## src/rtl/wb_pkg.sv

```systemverilog
// wb_pkg: shared widths, the zero-register index and the queued write entry type
package wb_pkg;
    localparam int ADDR_W = 5;
    localparam int DATA_W = 32;
    localparam logic [ADDR_W-1:0] ZERO_REG = 5'd0;
    typedef struct packed {
        logic [ADDR_W-1:0] rd;
        logic [DATA_W-1:0] data;
    } wb_entry_t;
endpackage

```

## src/rtl/wb_fifo.sv

```systemverilog
// wb_fifo: synchronous entry FIFO with flush, occupancy count and per-slot valid/rd view
// Ports: clk, rst (async active-low), flush (clear pointers), push/din (enqueue),
//        pop (dequeue when non-empty), head (oldest entry), count (occupancy),
//        valid (slot holds a queued entry), ent_rd (destination index of every slot)
module wb_fifo
    import wb_pkg::*;
#(
    parameter int DEPTH = 4,
    parameter int CW = $clog2(DEPTH) + 1
) (
    input  logic                          clk,
    input  logic                          rst,
    input  logic                          flush,
    input  logic                          push,
    input  wb_entry_t                     din,
    input  logic                          pop,
    output wb_entry_t                     head,
    output logic [CW-1:0]                 count,
    output logic [DEPTH-1:0]              valid,
    output logic [DEPTH-1:0][ADDR_W-1:0]  ent_rd
);
    localparam int PW = CW - 1;
    wb_entry_t mem [DEPTH];
    logic [PW-1:0] wp, rp;
    logic do_pop;
    assign do_pop = pop && count != '0;
    always_ff @(posedge clk or negedge rst) begin
        if (!rst) begin
            wp <= '0;
            rp <= '0;
            count <= '0;
        end else if (flush) begin
            wp <= '0;
            rp <= '0;
            count <= '0;
        end else begin
            if (push) wp <= wp + PW'(1);
            if (do_pop) rp <= rp + PW'(1);
            count <= count + CW'(push) - CW'(do_pop);
        end
    end
    always_ff @(posedge clk) begin
        if (push && !flush) mem[wp] <= din;
    end
    assign head = mem[rp];
    // a slot is live when its distance from the read pointer is below the occupancy
    always_comb begin
        for (int i = 0; i < DEPTH; i++) begin
            valid[i] = {1'b0, PW'(i) - rp} < count;
            ent_rd[i] = mem[i].rd;
        end
    end
endmodule

```

## src/rtl/reg_writeback.sv

```systemverilog
// reg_writeback: arbitrates load/ALU results into a FIFO and serialises them onto the register-file write port
// Ports: clk, rst (async active-low), flush (drop queued entries),
//        ld_* / alu_* (valid-ready result inputs, loads win), reg_write/rd/write_data (registered write port),
//        pending_mask (registers with writes in flight), empty (nothing queued or issuing), write_count (committed writes)
module reg_writeback
    import wb_pkg::*;
#(
    parameter int DEPTH = 4
) (
    input  logic              clk,
    input  logic              rst,
    input  logic              flush,
    input  logic              ld_valid,
    input  logic [ADDR_W-1:0] ld_rd,
    input  logic [DATA_W-1:0] ld_data,
    output logic              ld_ready,
    input  logic              alu_valid,
    input  logic [ADDR_W-1:0] alu_rd,
    input  logic [DATA_W-1:0] alu_data,
    output logic              alu_ready,
    output logic              reg_write,
    output logic [ADDR_W-1:0] rd,
    output logic [DATA_W-1:0] write_data,
    output logic [31:0]       pending_mask,
    output logic              empty,
    output logic [31:0]       write_count
);
    localparam int CW = $clog2(DEPTH) + 1;
    wb_entry_t din, head;
    logic [CW-1:0] count;
    logic [DEPTH-1:0] valid;
    logic [DEPTH-1:0][ADDR_W-1:0] ent_rd;
    logic full, take_ld, take_alu, push, issue;
    assign full = count == CW'(DEPTH);
    assign ld_ready = !full && !flush;
    assign alu_ready = ld_ready && !ld_valid;
    assign take_ld = ld_valid && ld_ready;
    assign take_alu = alu_valid && alu_ready;
    assign din = take_ld ? {ld_rd, ld_data} : {alu_rd, alu_data};
    // writes to r0 finish the handshake but are dropped here
    assign push = (take_ld || take_alu) && din.rd != ZERO_REG;
    // the head is popped even under flush, but only issued when not flushing
    assign issue = count != '0 && !flush;
    wb_fifo #(.DEPTH(DEPTH), .CW(CW)) u_fifo (
        .clk(clk),
        .rst(rst),
        .flush(flush),
        .push(push),
        .din(din),
        .pop(1'b1),
        .head(head),
        .count(count),
        .valid(valid),
        .ent_rd(ent_rd)
    );
    always_ff @(posedge clk or negedge rst) begin
        if (!rst) begin
            reg_write <= 1'b0;
            rd <= '0;
            write_data <= '0;
            write_count <= '0;
        end else begin
            reg_write <= issue;
            if (issue) begin
                rd <= head.rd;
                write_data <= head.data;
                write_count <= write_count + 32'd1;
            end
        end
    end
    always_comb begin
        pending_mask = '0;
        for (int i = 0; i < DEPTH; i++) if (valid[i]) pending_mask[ent_rd[i]] = 1'b1;
        if (reg_write) pending_mask[rd] = 1'b1;
        pending_mask[0] = 1'b0;
    end
    assign empty = count == '0 && !reg_write;
endmodule

```

## config.mk

```make
export PLATFORM = sky130hd
export DESIGN_NAME = reg_writeback
export DESIGN_NICKNAME = d
export VERILOG_FILES = /design/src/rtl/wb_pkg.sv /design/src/rtl/wb_fifo.sv /design/src/rtl/reg_writeback.sv
export SDC_FILE = /design/constraint.sdc
export NUM_CORES = 1
export LEC_CHECK = 0
export CORE_MARGIN = 5
export CORE_UTILIZATION = 40
export DETAILED_ROUTE_END_ITERATION = 8
export HOLD_SLACK_MARGIN = 0.08
export SLEW_MARGIN = 20
export SYNTH_ARGS = -nofsm -noshare
export SYNTH_HDL_FRONTEND = slang
export SYNTH_SLANG_ARGS = --single-unit
```

## constraint.sdc

```tcl
create_clock -name clk -period 5.4 [get_ports clk]
set_clock_uncertainty 0.05 [all_clocks]
set_input_delay 1.08 -clock clk [delete_from_list [all_inputs] [get_ports clk]]
set_output_delay 1.08 -clock clk [all_outputs]
set_load 0.1 [all_outputs]
```

==> results.json <==
{
  "cts_sinks": 225,
  "drt_iter0_drc": 616,
  "grt_pass1_wl_um": 42700,
  "first_global_vias": 7508,
  "met2_wirelength_um": 13000,
  "final_nets": 1051,
  "clk_pin_slew_ns": 0.06,
  "path_class": "register to output port",
  "synthTopCellsByArea": "edfxtp_1, dfrtp_1, mux4_2",
  "setup_tns_ns": 0,
  "final-setup-viol-count": 0,
  "path_cells": "buf_4 -> inv_1 -> ha_1 -> nand2b_1 -> o2111ai_2 -> o22ai_1 -> or4b_1 -> buf_4",
  "async_flop_share_pct": 34.2,
  "tightestPinTransition_ns": 1.02,
  "placed_cells": 1275,
  "chipWidth_um": 176,
  "dpl_worst_slack_ns": 1.28,
  "crit_path_end_kind": "output port",
  "setup_slack_ns": 0.776,
  "core_um2": 27000,
  "antenna_found_initial": 0,
  "avgSynthCellArea_um2": 14.1,
  "ios": 184,
  "initial_core_util_pct": 40.7,
  "final_layout_size_suffix_gt1_share_pct": 22.7,
  "cts_max_level": 1,
  "synth.cell_area_um2": 11000,
  "synth_cell_types": 69,
  "synth_cells": 780,
  "yosysTopAreaCell": "edfxtp_1",
  "yosysMostFrequentCell": "edfxtp_1",
  "period_needed_ns": 4.62,
  "wirelength_um": 27400,
  "crit_slowest_cell": "dfrtp_2",
  "vdd_drop_max_v": 0.000335,
  "crit_fanout": 21,
  "vias": 7461,
  "dr_wl_met3_um": 1880,
  "met1_length_um": 12000,
  "synth_enable_flop_cells": 148,
  "critPathBufInv": 3,
  "rsz0062_at_grt": "no",
  "max_freq_mhz": 216,
  "seq_area_frac_synth_pct": 57.9,
  "grt_max_degree": 46,
  "cts-hold-fix-buffers": 0,
  "syn_nets": 871,
  "routabilityCongestion": 0.921,
  "wire_per_inst_um": 20.8,
  "p_leak_nw": 4.97,
  "cts-resized-gates": 0,
  "hp-class": "register to register",
  "finalNonFillerCells": 1319,
  "synth_top_area_share_pct": 40.4,
  "cpLargestDelayFamily": "buffers and inverters",
  "dr.max_layer_used": "met4",
  "insertion_delay_ns": 0.52,
  "drt_first_pass_iters": 7,
  "antenna_left": 0,
  "track_usage_pct": 17.3,
  "synth_common_cells": "edfxtp_1, dfrtp_1, mux2_2",
  "fin_crit_sh_pct": 85.6,
  "die_h_um": 176,
  "start_kind": "register",
  "area_growth_pct": 26.2,
  "power_density_nw_per_um2": 589,
  "required_ns": 4.27,
  "clockBufferDepth": 3,
  "post_cts_buffers": 0,
  "cp_common_cell": "buf_4",
  "rows": 60,
  "relSlewSlack_pct": 32.0,
  "grt_overflow_total": 0,
  "io_buffers": 182,
  "synthFlopType": "edfxtp_1",
  "viasPerCell": 5.66,
  "cap_violations": 0,
  "status": "finished clean",
  "hold_viol_final": 0,
  "synth_seq_cells": 225,
  "crit_path_max_incr_delay_ns": 0.71,
  "place_hpwl_um": 19500,
  "cts-buffers-inserted": 24,
  "worstPathArrival_ns": 3.49,
  "yosys_warnings": 0,
  "drcViolationCount": 0,
  "diodes": 0,
  "maxSlewViolCount": 0,
  "cts_tree": "done",
  "dieArea_um2": 30900,
  "root_buffer": "clkbuf_16"
}
[power breakdown]
part	internal (W)	total [W]	switching, W
Combinational	0.00119	0.00399	0.00279
Clock	0.00101	0.00167	0.000659
Sequential	0.00222	0.00253	0.000307
[stage by stage]
stage	utilization, %	hold slack [ns]	power [W]	area (um^2)
after floorplan	-	0.454	0.00558	11000
after global placement	48.4	0.413	0.00655	13100
after detailed placement	48.4	0.417	0.00656	13100
after CTS	51.4	0.432	0.00826	13900
after global routing	51.4	0.445	0.00855	13900
final	51.4	0.424	0.00818	13900
[final cells by class]
type / instances / area (um^2)
fill: 2389 / 13100
sequential: 225 / 6370
tap: 341 / 427
clock buffer: 27 / 612
inverter: 17 / 63.8
clock inverter: 17 / 208
multi-input combinational: 497 / 4380
timing repair buffer: 195 / 1830
[cells in the final DEF, fill, tap and decap left out, drive strengths merged, types with 5 or more instances in the layout]
cell type and n:
nor3b 7, nor2b 18, buf 47, nand2b 25, a22oi 7, a32oi 17, clkdlybuf4s50 148, mux2 76
nand3b 8, edfxtp 148, clkinv 10, and3 9, inv 17, o22ai 13, and2 15, mux4 37
or3 6, nand4 40, nand3 34, clkbuf 27, nand2 34, dfrtp 77, nor4 7, nor2 31
xnor2 30, xor2 5, ha 11, nor3 13
[final timing paths]
path,from,end,slack [ns],cells after the start
setup reg to reg,u_fifo.count[0]$_DFF_PN0_,u_fifo.mem[3][18]$_DFFE_PP_,2.61,5
hold reg to reg,write_count[31]$_DFFE_PN0P_,write_count[31]$_DFFE_PN0P_,0.42,1
setup / recovery,u_fifo.rp[1]$_DFFE_PN0P_,pending_mask[15],0.78,8
min in group asynchronous,rst,write_data[13]$_DFFE_PN0P_,0.48,1
hold / removal,write_count[31]$_DFFE_PN0P_,write_count[31]$_DFFE_PN0P_,0.42,1
max in group asynchronous,rst,u_fifo.rp[0]$_DFFE_PN0P_,3.84,2
[routing by layer]
metal | vias up | GRT usage, %
li1 | 3398 | -
met1 | 3702 | 24.6
met2 | 318 | 28.2
met3 | 43 | 2.93
met4 | 0 | 4.03
met5 | - | 0
[state kept, by name (all words and copies together) (netlist names)]
signal / count
write_count: 32
u_fifo.wp: 2
reg_write: 1
u_fifo.mem: 148
u_fifo.rp: 2
u_fifo.count: 3
rd: 5
write_data: 32
[logic make-up (layout without fill, tap and decap cells)]
group           count (synthesis)  count (layout)  synth area share, %
compound gates                 68              68                 5.59
xor+xnor                       35              35                 2.78
fa+ha+maj                      12              12                 1.43
buf+inv                        58             256                 2.49
flops                         225             225                 57.9
mux                           114             114                 15.4
other cells                     1               1               0.0341
simple gates                  267             267                 14.4
Power figures use the tool's default switching activity.
